<file path="src/rtl/sram_block_mover.sv">
// Block copy / block fill engine that masters a single-port word SRAM.
// Copy alternates READ and WRITE per word; fill writes one word per cycle.
module sram_block_mover #(
  parameter int ADDR_WIDTH = 8
) (
  input  logic                  i_clk,
  input  logic                  i_rst,
  input  logic                  i_start,
  input  logic                  i_mode,
  input  logic [ADDR_WIDTH-1:0] i_src,
  input  logic [ADDR_WIDTH-1:0] i_dst,
  input  logic [ADDR_WIDTH:0]   i_len,
  input  logic [31:0]           i_fill,
  output logic                  o_busy,
  output logic                  o_done,
  output logic [ADDR_WIDTH:0]   o_count,
  output logic [ADDR_WIDTH-1:0] o_mem_addr,
  output logic                  o_mem_write,
  output logic [31:0]           o_mem_data,
  input  logic [31:0]           i_mem_data
);

  typedef enum logic [1:0] {
    ST_IDLE  = 2'd0,
    ST_READ  = 2'd1,
    ST_WRITE = 2'd2,
    ST_DONE  = 2'd3
  } state_t;

  localparam logic [ADDR_WIDTH-1:0] ADDR_ZERO = {ADDR_WIDTH{1'b0}};
  localparam logic [ADDR_WIDTH-1:0] ADDR_ONE  = {{(ADDR_WIDTH-1){1'b0}}, 1'b1};
  localparam logic [ADDR_WIDTH:0]   LEN_ZERO  = {(ADDR_WIDTH+1){1'b0}};
  localparam logic [ADDR_WIDTH:0]   LEN_ONE   = {{ADDR_WIDTH{1'b0}}, 1'b1};

  state_t                state_q, state_d;
  logic [ADDR_WIDTH-1:0] src_q, src_d, dst_q, dst_d, addr_q, addr_d;
  logic [ADDR_WIDTH:0]   len_q, len_d, count_q, count_d;
  logic                  mode_q, mode_d, busy_q, busy_d, done_q, done_d, wr_q, wr_d;
  logic [31:0]           fill_q, fill_d, data_q, data_d, wdata_q, wdata_d;

  // Next-state and operand register updates.
  always_comb begin
    state_d = state_q;
    src_d   = src_q;
    dst_d   = dst_q;
    len_d   = len_q;
    count_d = count_q;
    mode_d  = mode_q;
    fill_d  = fill_q;
    data_d  = data_q;
    case (state_q)
      ST_IDLE: begin
        if (i_start) begin
          src_d   = i_src;
          dst_d   = i_dst;
          len_d   = i_len;
          mode_d  = i_mode;
          fill_d  = i_fill;
          count_d = LEN_ZERO;
          if (i_len == LEN_ZERO) begin
            state_d = ST_DONE;
          end else if (i_mode) begin
            state_d = ST_WRITE;
          end else begin
            state_d = ST_READ;
          end
        end else begin
          state_d = ST_IDLE;
        end
      end
      ST_READ: begin
        data_d  = i_mem_data;
        state_d = ST_WRITE;
      end
      ST_WRITE: begin
        dst_d   = dst_q + ADDR_ONE;
        count_d = count_q + LEN_ONE;
        len_d   = len_q - LEN_ONE;
        if (!mode_q) begin
          src_d = src_q + ADDR_ONE;
        end else begin
          src_d = src_q;
        end
        if (len_q == LEN_ONE) begin
          state_d = ST_DONE;
        end else if (mode_q) begin
          state_d = ST_WRITE;
        end else begin
          state_d = ST_READ;
        end
      end
      ST_DONE: begin
        state_d = ST_IDLE;
      end
      default: begin
        state_d = ST_IDLE;
      end
    endcase
  end

  // Outputs are registered: decode them from the state being entered.
  always_comb begin
    busy_d  = 1'b0;
    done_d  = 1'b0;
    wr_d    = 1'b0;
    addr_d  = ADDR_ZERO;
    wdata_d = 32'h0000_0000;
    case (state_d)
      ST_READ: begin
        busy_d = 1'b1;
        addr_d = src_d;
      end
      ST_WRITE: begin
        busy_d  = 1'b1;
        wr_d    = 1'b1;
        addr_d  = dst_d;
        wdata_d = mode_d ? fill_d : data_d;
      end
      ST_DONE: begin
        done_d = 1'b1;
      end
      default: begin
        busy_d = 1'b0;
      end
    endcase
  end

  // State, operand and output registers; reset clears everything at once.
  always_ff @(posedge i_clk or posedge i_rst) begin
    if (i_rst) begin
      state_q <= ST_IDLE;
      src_q   <= ADDR_ZERO;
      dst_q   <= ADDR_ZERO;
      len_q   <= LEN_ZERO;
      count_q <= LEN_ZERO;
      mode_q  <= 1'b0;
      fill_q  <= 32'h0000_0000;
      data_q  <= 32'h0000_0000;
      busy_q  <= 1'b0;
      done_q  <= 1'b0;
      wr_q    <= 1'b0;
      addr_q  <= ADDR_ZERO;
      wdata_q <= 32'h0000_0000;
    end else begin
      state_q <= state_d;
      src_q   <= src_d;
      dst_q   <= dst_d;
      len_q   <= len_d;
      count_q <= count_d;
      mode_q  <= mode_d;
      fill_q  <= fill_d;
      data_q  <= data_d;
      busy_q  <= busy_d;
      done_q  <= done_d;
      wr_q    <= wr_d;
      addr_q  <= addr_d;
      wdata_q <= wdata_d;
    end
  end

  assign o_busy      = busy_q;
  assign o_done      = done_q;
  assign o_count     = count_q;
  assign o_mem_addr  = addr_q;
  assign o_mem_write = wr_q;
  assign o_mem_data  = wdata_q;

endmodule

</file>
<file path="config.mk">
export PLATFORM = sky130hd
export DESIGN_NAME = sram_block_mover
export DESIGN_NICKNAME = d
export VERILOG_FILES = /design/src/rtl/sram_block_mover.sv
export SDC_FILE = /design/constraint.sdc
export NUM_CORES = 1
export LEC_CHECK = 0
export CORE_ASPECT_RATIO = 0.8
export CORE_MARGIN = 10
export CORE_UTILIZATION = 46
export DETAILED_ROUTE_END_ITERATION = 16
export PLACE_DENSITY_LB_ADDON = 0.25
export REMOVE_ABC_BUFFERS = 1
export SLEW_MARGIN = 20
export SYNTH_ARGS = -nofsm -noshare
export SYNTH_HDL_FRONTEND = slang
export SYNTH_SLANG_ARGS = --single-unit
</file>
<file path="constraint.sdc">
create_clock -name i_clk -period 4.4 [get_ports i_clk]
set_input_delay 0.88 -clock i_clk [delete_from_list [all_inputs] [get_ports i_clk]]
set_output_delay 0.88 -clock i_clk [all_outputs]
set_load 0.1 [all_outputs]
</file>
==> results.py, run 1 <==
metrics = {
    "outcome": {
        "status": "finished clean",
    },
    "sta": {
        "drv_slew": 0,
        "fin_crit_sh": 0.670,
        "max_freq_ghz": 0.339,
        "setup_viol": 0,
        "worstMarginPinSlew_ps": 1060,
        "max_slew_margin": 0.289,
        "grt_setup_unrepaired": "no",
        "finalCriticalPeriod_ps": 2950,
        "hold_viol": 0,
        "fin_skew_ps": 6.66,
    },
    "final_layout": {
        "final_util": 0.622,
        "final_cells": 928,
        "n_fill_cell": 1081,
        "diodes": 0,
        "nNetsFinal": 832,
        "stdcell_area_sq_mm": 0.00883,
        "ff_latch_area_sq_mm": 0.00360,
        "multi_input_area_sq_mm": 0.00279,
        "drive_gt1_frac": 0.149,
        "area_growth_pct": 33.2,
    },
    "die": {
        "fp-row-count": 39,
        "io_pins": 145,
        "core_sq_mm": 0.0142,
        "die-width_um": 154,
        "die_h_um": 127,
        "start_util": 0.467,
        "design.die.area_sq_mm": 0.0196,
    },
    "place": {
        "numPortBuffers": 144,
        "gp_congestion": 0.918,
        "dpl.cell_count": 896,
        "dp_hpwl_um": 12400,
        "place_area_sq_mm": 0.00821,
    },
    "cts": {
        "cts_made_buffers": 17,
        "cts.sinks": 144,
        "insertion_delay_ps": 420,
        "clock-root-buffer": "clkbuf_16",
        "cts.hold.buffers_added": 0,
        "cts_setup_buffers": 0,
        "cts_tree": "yes",
        "clock_path_buffers": 2,
        "postCtsResizedCells": 0,
        "htree_levels": 4,
        "cts.clk_slew.worst_paths_ps": 60,
    },
    "logic_synthesis": {
        "yosys.area.top_type": "dfrtp_1",
        "postSynthAreaPerCell_sq_um": 11.1,
        "synth.most_common_cell": "dfrtp_1",
        "synth_common_cells": "dfrtp_1, nor2_1, mux2_2",
        "synthFlopType": "dfrtp_1",
        "synthCells": 598,
        "synth.distinct_cells": 60,
        "synthArstFlopShare": 1.00,
        "yosysWarnings": 0,
        "synthTopCellsByArea": "dfrtp_1, mux2_2, nor2_1, nor3b_1, o21ai_0",
        "yosys.area.top_type_share": 0.544,
        "ys_seq_area_frac": 0.544,
        "synth-edff-count": 0,
        "ys_ff_latch": 144,
        "synth_area_sq_mm": 0.00663,
    },
    "grt": {
        "antenna_found_initial": 0,
        "grt_start_max_net_pins": 91,
        "grt_pass1_vias": 5645,
        "grtUsageTotal": 0.184,
        "grt_pass1_wl_um": 29200,
        "grt-ovfl-total": 0,
    },
    "worst_setup_path": {
        "rrSetupSlack_ps": 1450,
        "critPathLaunchType": "register",
        "path_cells": "nor4_1 -> a41oi_1 -> o21ai_0 -> o31a_1 -> ha_1 -> buf_4 -> o211ai_1 -> a21oi_1",
        "worstSetupPathType": "reg2reg",
        "path_delay_family": "compound AO/OA/AOI/OAI gates",
        "crit_required_ps": 4740,
        "worst_setup_path_end_kind": "register",
        "critPathMaxStageDelay_ps": 790,
        "path_buf_inv": 1,
        "critPathSlowestCell": "nor4_1",
        "path_max_fanout": 36,
        "crit_arrival_ps": 3290,
    },
    "run": {
        "cap_violations": 0,
    },
    "route": {
        "drt_iter0_markers": 423,
        "drc_errors": 0,
        "antenna_left": 0,
        "routedWlPerCell_um": 19.4,
        "routed_wl_um": 18000,
        "dr.pass1.iters": 7,
        "vias_per_cell": 5.58,
        "routed-via-count": 5180,
    },
    "pwr": {
        "power_density_mw_per_mm2": 847,
        "fin_total_pwr_mw": 7.48,
        "ir_drop_mv": 0.543,
        "p_leak_nw": 3.69,
    },
    "hold_path": {
        "min_path_type": "reg2reg",
    },
}
## power breakdown
part	internal, mW	switching [mW]
clock network	0.916	0.587
logic	1.30	2.37
registers	1.92	0.389
## cells by family (layout without fill, tap and decap cells)
kind of cell	Yosys count	in the layout	share of synthesized area
buffers and inverters	55	201	0.0395
AOI/OAI and AO/OA	110	110	0.114
muxes	70	70	0.118
DFF	144	144	0.544
adders and majority gates	8	8	0.0151
and+or+nand+nor	211	211	0.170
## final timing paths
kind                                       from                 endpoint  cells past startpoint
max                        len_q[5]$_DFFE_PP0P_  o_mem_addr[0]$_DFF_PP0_                      8
min                        data_q[16]$_DFF_PP0_     data_q[16]$_DFF_PP0_                      1
max reg2reg                len_q[5]$_DFFE_PP0P_  o_mem_addr[0]$_DFF_PP0_                      8
min reg2reg                data_q[16]$_DFF_PP0_     data_q[16]$_DFF_PP0_                      1
max in group asynchronous                 i_rst  o_mem_data[4]$_DFF_PP0_                      3
min in group asynchronous                 i_rst      data_q[3]$_DFF_PP0_                      2
## metrics by stage
| step | setup WS [ps] | hold WS (ps) | TNS (ps) |
|---|---|---|---|
| 3_5_place_dp | 1180 | 478 | 0 |
| 5_1_grt | 1310 | 505 | 0 |
| 4_1_cts | 1460 | 492 | 0 |
| 6_report | 1450 | 488 | 0 |
| 3_3_place_gp | 1220 | 471 | 0 |
| 2_1_floorplan | -346 | 455 | -60580 |
## sequential cells by signal, summed over array words and instances, names as in the netlist, 2 cells and up
signal	count
o_mem_data	32
src_q	8
len_q	9
fill_q	32
o_mem_addr	8
data_q	32
o_count	9
state_q	2
dst_q	8
## per-layer routing
metal	track usage	vias to the layer above	share of wire
met4	0.0654	0	0.017
met2	0.300	199	0.48
met1	0.229	2550	0.43
met3	0.0526	28	0.066
li1	-	2403	-
met5	0	-	0
## placed cells by master, fill, tap and decap left out, types with 9 or more instances in the layout
| cell | instances |
|---|---|
| o21ai_0 | 24 |
| nand2_1 | 19 |
| clkbuf_16 | 17 |
| nor3b_1 | 39 |
| clkdlybuf4s50_1 | 144 |
| nor2b_1 | 11 |
| dfrtp_1 | 144 |
| nor2_1 | 87 |
| mux2_2 | 58 |
| o211ai_1 | 9 |
| a21oi_1 | 21 |
| inv_1 | 14 |
## layout make-up
cell class,count,area share
flip-flops and latches,144,0.408
multi-input cells,399,0.316
repair buffers,153,0.172
clock buffers,18,0.0497
well taps,184,0.0261
clock inverters,14,0.0204
inverters,16,0.00737
(Power assumes the default switching activity.)
==> run 2, diff against run 1 <==
--- a/config.mk
+++ b/config.mk
@@ -7,7 +7,7 @@
 export LEC_CHECK = 0
 export CORE_ASPECT_RATIO = 0.8
 export CORE_MARGIN = 10
-export CORE_UTILIZATION = 46
+export CORE_UTILIZATION = 51
 export DETAILED_ROUTE_END_ITERATION = 16
 export PLACE_DENSITY_LB_ADDON = 0.25
 export REMOVE_ABC_BUFFERS = 1
==> constraint.sdc (replaced) <==
create_clock -name i_clk -period 2.9 [get_ports i_clk]
set_input_delay 0.58 -clock i_clk [delete_from_list [all_inputs] [get_ports i_clk]]
set_output_delay 0.58 -clock i_clk [all_outputs]
set_load 0.1 [all_outputs]
==> run 2 against run 1 <==
- routed wire length is 1.5% higher
- sequential share of layout area up 0.27 points
- sequential power increased by 53%
- worst hold slack lost 1.6 ps
- critical path depth is 1 higher
- final area shrank 0.67%
- first-iteration DRC count increased by 4.3%
- combinational power rose by 54%
- clock skew up 2.0 ps
- largest cell class unchanged
==> results.py, run 2 (same netlist as run 1, synthesis figures left out) <==
metrics = {
    "route": {
        "antenna_left": 0,
        "drt_iter0_markers": 441,
        "routed-via-count": 5349,
        "vias_per_cell": 5.73,
        "routed_wl_um": 18300,
        "dr.pass1.iters": 7,
        "routedWlPerCell_um": 19.6,
        "drc_errors": 0,
    },
    "final_layout": {
        "stdcell_area_sq_mm": 0.00877,
        "final_util": 0.686,
        "nNetsFinal": 847,
        "diodes": 0,
        "final_cells": 934,
        "area_growth_pct": 32.3,
        "drive_gt1_frac": 0.236,
        "final_common_cell": "dfrtp_1",
        "final_cell_mix": "dfrtp_1, clkdlybuf4s50_1, nor2_1",
    },
    "sta": {
        "max_slew_margin": 0.547,
        "max_freq_ghz": 0.390,
        "hold_viol": 0,
        "finalCriticalPeriod_ps": 2560,
        "fin_skew_ps": 8.69,
        "worstMarginPinSlew_ps": 677,
        "fin_setup_tns_ps": 0,
        "grt_setup_unrepaired": "no",
        "worst_slack_ps": 339,
        "fin_crit_sh": 0.883,
        "drv_slew": 0,
        "setup_viol": 0,
        "hold_slack_ps": 486,
    },
    "cts": {
        "clock-root-buffer": "clkbuf_16",
        "cts.sinks": 144,
        "cts.hold.buffers_added": 0,
        "clock_path_buffers": 2,
        "postCtsResizedCells": 0,
        "cts.clk_slew.worst_paths_ps": 60,
        "insertion_delay_ps": 420,
        "cts_tree": "yes",
        "htree_levels": 4,
        "cts_made_buffers": 17,
        "cts_setup_buffers": 0,
    },
    "worst_setup_path": {
        "r2r_cells": 9,
        "crit_arrival_ps": 2890,
        "critPathMaxStageDelay_ps": 460,
        "rrSetupSlack_ps": 340,
        "crit_start": "len_q[4]$_DFFE_PP0P_",
        "worst_setup_path_end_kind": "register",
        "worstSetupPathType": "reg2reg",
        "r2r_end": "o_mem_addr[6]$_DFF_PP0_",
        "reg2reg_from": "len_q[4]$_DFFE_PP0P_",
        "path_cells": "nor4_2 -> buf_4 -> a41oi_1 -> o21ai_0 -> o31a_1 -> ha_1 -> nor2b_1 -> nand4_1 -> o31ai_1",
        "crit_required_ps": 3230,
        "critPathLaunchType": "register",
        "critPathSlowestCell": "dfrtp_1",
        "path_max_fanout": 8,
    },
    "grt": {
        "grtUsageTotal": 0.207,
        "grt-ovfl-total": 0,
        "grt_start_max_net_pins": 54,
        "grt_pass1_vias": 5576,
        "grt_pass1_wl_um": 29500,
        "antenna_found_initial": 0,
    },
    "die": {
        "start_util": 0.519,
        "die_h_um": 122,
        "design.die.area_sq_mm": 0.0180,
        "die-width_um": 147,
        "io_pins": 145,
        "core_sq_mm": 0.0128,
        "fp-row-count": 37,
    },
    "place": {
        "numPortBuffers": 144,
        "place_area_sq_mm": 0.00821,
        "gp_congestion": 0.925,
        "place_worst_setup_slack_ps": 100,
        "dp_hpwl_um": 13200,
        "dpl.cell_count": 902,
    },
    "hold_path": {
        "min_path_cells": 1,
        "min_from": "data_q[17]$_DFF_PP0_",
        "min_to": "data_q[17]$_DFF_PP0_",
        "min_path_type": "reg2reg",
    },
    "pwr": {
        "ir_drop_mv": 0.831,
        "fin_total_pwr_mw": 11.2,
        "p_leak_nw": 3.81,
        "power_density_mw_per_mm2": 1280,
    },
    "run": {
        "cap_violations": 0,
    },
    "outcome": {
        "status": "finished clean",
    },
}
-- run 2: worst max-delay path by stage --
stage | to | cells past startpoint | slack (ps)
floorplan | o_mem_data[31]$_DFF_PP0_ | 5 | -1820
global placement | o_mem_addr[6]$_DFF_PP0_ | 9 | 160
detailed placement | o_mem_addr[6]$_DFF_PP0_ | 9 | 100
CTS | o_mem_addr[6]$_DFF_PP0_ | 9 | 200
global route | o_mem_addr[6]$_DFF_PP0_ | 9 | 180
finish | o_mem_addr[6]$_DFF_PP0_ | 9 | 340
-- run 2: where the power goes --
group | switching, mW | internal (mW) | leakage (nW)
combinational | 3.64 | 2.03 | 1.78
clock | 0.907 | 1.11 | 0.254
sequential | 0.625 | 2.91 | 1.77
-- run 2: routing by layer --
layer | global-route usage | wire length (um)
met5 | 0 | 0
met4 | 0.0680 | 254
met3 | 0.0626 | 1420
met2 | 0.321 | 8510
met1 | 0.272 | 8100
-- run 2: final cells by class --
type	instances	area, sq um
inverters	16	65.1
clock inverters	15	125
well taps	175	219
repair buffers	168	1540
multi-input cells	399	2790
clock buffers	17	425
fillers	965	4010
flip-flops and latches	144	3600
-- run 2: worst max-delay path, delay by kind of cell, from the launching register on --
kind	cells	cell delay [ps]
and+or+nand+nor	3	820
DFF	1	460
adders and majority gates	1	290
buffers and inverters	1	200
AOI/OAI and AO/OA	4	690
